## src/rtl/l2_port_arbiter.sv

```systemverilog
// Round-robin arbiter sharing the single L2 port between the L1 icache and dcache.
// The winner's address and write line are latched on grant, and the L2 response is routed back to that side only.
module l2_port_arbiter #(
  parameter int unsigned ADDR_WIDTH = 16,
  parameter int unsigned LINE_WIDTH = 128
) (
  input  logic                  clk,
  input  logic                  reset,
  input  logic                  i_read,
  input  logic [ADDR_WIDTH-1:0] i_address,
  output logic [LINE_WIDTH-1:0] i_rdata,
  output logic                  i_resp,
  input  logic                  d_read,
  input  logic                  d_write,
  input  logic [ADDR_WIDTH-1:0] d_address,
  input  logic [LINE_WIDTH-1:0] d_wdata,
  output logic [LINE_WIDTH-1:0] d_rdata,
  output logic                  d_resp,
  output logic                  l2_read,
  output logic                  l2_write,
  output logic [ADDR_WIDTH-1:0] l2_address,
  output logic [LINE_WIDTH-1:0] l2_wdata,
  input  logic [LINE_WIDTH-1:0] l2_rdata,
  input  logic                  l2_resp,
  output logic                  busy
);

  typedef enum logic [1:0] {IDLE, SERVE_I, SERVE_D, RECOVER} state_t;

  state_t                state, state_next;
  logic                  last_d;
  logic                  write_q;
  logic [ADDR_WIDTH-1:0] addr_q;
  logic [LINE_WIDTH-1:0] wdata_q;
  logic                  req_i, req_d;
  logic                  grant_i, grant_d;

  assign req_i = i_read;
  assign req_d = d_read | d_write;

  always_comb begin
    state_next = state;
    grant_i    = 1'b0;
    grant_d    = 1'b0;
    case (state)
      IDLE: begin
        // on a tie the side that did not win last time goes first
        if (req_i && (!req_d || last_d)) begin
          grant_i    = 1'b1;
          state_next = SERVE_I;
        end else if (req_d) begin
          grant_d    = 1'b1;
          state_next = SERVE_D;
        end
      end
      SERVE_I: if (l2_resp) state_next = RECOVER;
      SERVE_D: if (l2_resp) state_next = RECOVER;
      RECOVER: state_next = IDLE;
      default: state_next = IDLE;
    endcase
  end

  always_ff @(posedge clk) begin
    if (reset) begin
      state   <= IDLE;
      last_d  <= 1'b1;
      write_q <= 1'b0;
      addr_q  <= '0;
      wdata_q <= '0;
    end else begin
      state <= state_next;
      if (grant_i) begin
        addr_q  <= i_address;
        write_q <= 1'b0;
        last_d  <= 1'b0;
      end
      if (grant_d) begin
        addr_q  <= d_address;
        wdata_q <= d_wdata;
        write_q <= d_write;
        last_d  <= 1'b1;
      end
    end
  end

  // L2 strobes depend only on registered state, never on live requester inputs
  assign l2_read    = (state == SERVE_I) || ((state == SERVE_D) && !write_q);
  assign l2_write   = (state == SERVE_D) && write_q;
  assign l2_address = addr_q;
  assign l2_wdata   = wdata_q;

  assign i_rdata = l2_rdata;
  assign d_rdata = l2_rdata;
  assign i_resp  = (state == SERVE_I) && l2_resp;
  assign d_resp  = (state == SERVE_D) && l2_resp;
  assign busy    = (state != IDLE);

endmodule

```

## config.mk

```make
export PLATFORM = sky130hd
export DESIGN_NAME = l2_port_arbiter
export DESIGN_NICKNAME = d
export VERILOG_FILES = /design/src/rtl/l2_port_arbiter.sv
export SDC_FILE = /design/constraint.sdc
export NUM_CORES = 1
export LEC_CHECK = 0
export BUFFER_PORTS_ARGS = -buffer_cell sky130_fd_sc_hd__buf_2
export CORE_AREA = 2 2 270 272
export DETAILED_ROUTE_END_ITERATION = 8
export DIE_AREA = 0 0 272 274
export HOLD_SLACK_MARGIN = 0.12
export PLACE_DENSITY_LB_ADDON = 0.3
export SLEW_MARGIN = 20
export SYNTH_ARGS = -nofsm -noshare
export SYNTH_HDL_FRONTEND = slang
export SYNTH_SLANG_ARGS = --single-unit
```

## constraint.sdc

```tcl
create_clock -name clk -period 1.8 [get_ports clk]
set_input_delay 0.18 -clock clk [delete_from_list [all_inputs] [get_ports clk]]
set_output_delay 0.18 -clock clk [all_outputs]
set_load 0.1 [all_outputs]
```

==> flow_summary.toml <==
[synthesis]
synth_mux_area_share_pct = 0.129
synth_top_family_by_area = "buffers and inverters"
syn_area_um2 = 7780
syn_nets = 1267
synth.most_common_cell = "buf_4"
synth_compound_area_share_pct = 20.4
yosys.cell_types.count = 27
synth_seq_cells = 148
post-synth-top-area-fraction_pct = 38.1
synth_simple_gate_area_share_pct = 11.1
synthTopCellsByArea = "dfxtp_1 38%, buf_4 25%, nand3_1 9.3%, a21oi_1 8.3%, o21ai_0 4.8%"
synth.largest_area_cell = "dfxtp_1"
synth_xor_xnor_area_share_pct = 0
ys.flop_type = "dfxtp_1"
synth-edff-count = 0
synth_common_cells = "262 x buf_4, 148 x dfxtp_1, 145 x nand3_1"
ys_warn_count = 0
avgSynthCellArea_um2 = 8.03
ys_async_sr_fraction_pct = 0
synth_fa_ha_area_share_pct = 0.643
yosysSeqAreaShare_pct = 38.1
syn_inst = 969

[route]
drt_pass1_iterations = 6
drt_iter0_drc = 296
via_count = 7396
drc = 0
final_antenna_net_count = 0
via_per_inst = 3.47
routed_wl_mm = 30.0
post_drt_wl_per_cell_um = 14.0

[worst_setup_path]
cp.arrival_ps = 1560
critPathMaxStageDelay_ps = 330
endpoint_kind = "output port"
critPathLaunchType = "flop"
worstPathMaxFanout = 3
criticalPathCategory = "reg -> out"
path_cells = "inv_1, buf_4, ha_2, a21o_4, buf_12"
cp_slowest_cell = "dfxtp_2"
required_ps = 1620

[clock_network]
htree_num_levels = 4
cts.path.max_buffers = 2
numClockSinks = 148
root_buffer = "clkbuf_16"
numCtsBuffers = 17
cts_tree = "done"
clock_latency_ps = 460
clkTransAtPathRegs_ps = 70

[grt]
grt_pass1_wl_mm = 41.8
grt_util_all_layers_pct = 7.44
grt_max_degree = 67
grt_pass1_vias = 7518
grt_overflow = 0
grt_antenna_before_repair = 1

[timing]
tns_ps = 0
tightestPinTransition_ps = 667
setup_viol = 0
finalCritPeriodShare_pct = 96.6
relSlewSlack_pct = 55.9
max_freq_ghz = 0.575
fin_worst_skew_ps = 6.93
fin_crit_ps = 1740
report.final.slew_viol_count = 0
hold_viol = 0
worst_slack_ps = 61.2
rsz0062_at_grt = "yes"

[final_layout]
postLayoutCellArea_um2 = 11100
area_growth_pct = 42.5
final_nets = 1459
instances_no_fill = 2134
drive_gt1_share_pct = 33.4

[power]
power.density_nw_per_um2 = 1690
leakagePower_nw = 4.48
vdd_drop_max_v = 0.00134
p_total_mw = 18.7

[floorplan]
boundaryPins = 699
core_um2 = 72000
row_count = 99
die-area_um2 = 74500
die_w_um = 272
dieHeight_um = 274
start_util_pct = 10.8

[place]
placed_area_um2 = 8650
place_inst = 1931
place_ws_ps = -29.2
port_buffers = 314
hpwl_mm = 19.3
gp_congestion = 0.709

[status]
outcome = "finished clean"

[hold_path]
hold_path.class = "in -> out"

[job]
drv_cap = 0
[critical path: cells and delay by family, from the launching register on]
family / cells / cell delay (ps)
AOI/OAI and AO/OA: 1 / 210
adders and majority gates: 1 / 180
DFF: 1 / 330
buffers and inverters: 3 / 360
[sequential cells by signal, summed over array words and instances (netlist names)]
| signal | cells |
|---|---|
| l2_wdata | 128 |
| l2_address | 16 |
| last_d | 1 |
| write_q | 1 |
| state | 2 |
[report_power, final]
group / internal [mW] / switching (mW)
logic: 2.43 / 8.15
clock network: 2.13 / 1.69
registers: 3.97 / 0.324
[timing repair]
action / 4_1_cts / 5_1_grt
setup endpoints to repair: 6 / 63
setup buffers: 0 / 2
hold endpoints to repair: 148 / 0
gates cloned: 0 / 3
pin swaps: 0 / 1
resized for setup: 11 / 15
hold buffers: 165 / 0
[layer usage]
layer | track usage, % | vias up | routed length, µm
met5 | 0.513 | - | 57
met3 | 3.44 | 124 | 2650
met1 | 7.40 | 3395 | 11700
li1 | - | 3476 | -
met4 | 5.73 | 2 | 1660
met2 | 12.1 | 399 | 13900
[worst paths after layout]
kind | startpoint | to | slack (ps) | depth (start not counted)
worst max-delay path | state[1] | l2_read | 60 | 5
worst min register to register | l2_wdata[82] | l2_wdata[82] | 480 | 2
worst min-delay path | l2_rdata[118] | d_rdata[118] | 360 | 0
worst max register to register | state[0] | l2_address[4] | 120 | 6
[layout make-up]
| class | count | area (µm²) |
|---|---|---|
| diodes | 1 | 2.50 |
| clock buffers | 19 | 453 |
| clock inverters | 13 | 148 |
| fillers | 8136 | 60900 |
| inverters | 5 | 18.8 |
| multi-input cells | 478 | 2550 |
| flip-flops and latches | 148 | 2970 |
| well taps | 959 | 1200 |
| repair buffers | 511 | 3750 |
[per-stage QoR]
stage          util (%)  hold WS [ps]
2_1_floorplan         -           328
3_3_place_gp       12.0           361
3_5_place_dp       12.0           361
4_1_cts            15.2           361
5_1_grt            15.4           360
6_report           15.4           360
[kinds of logic after synthesis]
family | count (synthesis)
multiplexers | 1
buffers and inverters | 343
AO/OA/AOI/OAI | 299
adder cells (fa/ha/maj) | 4
flip-flops | 148
AND/OR/NAND/NOR | 174
[placed cells by master, fill, tap and decap left out, types with 2 or more instances in the layout]
cell type      instances
inv_1                  4
clkinv_2               2
nor2_1                18
dfxtp_1              146
clkinv_4               5
dlygate4sd3_1        165
clkbuf_8               2
o21ai_1               71
ha_2                   3
buf_4                 16
o21ai_0               74
nand2b_1               2
nand2_1                2
and2_4                 2
buf_6                  3
clkbuf_16             20
and2_1                 2
nand3_1              145
a21oi_1              129
a311oi_1              17
buf_2                308
dfxtp_2                2
bufinv_16              2
inv_6                  3
buf_12                15
Power figures use the tool's default switching activity.
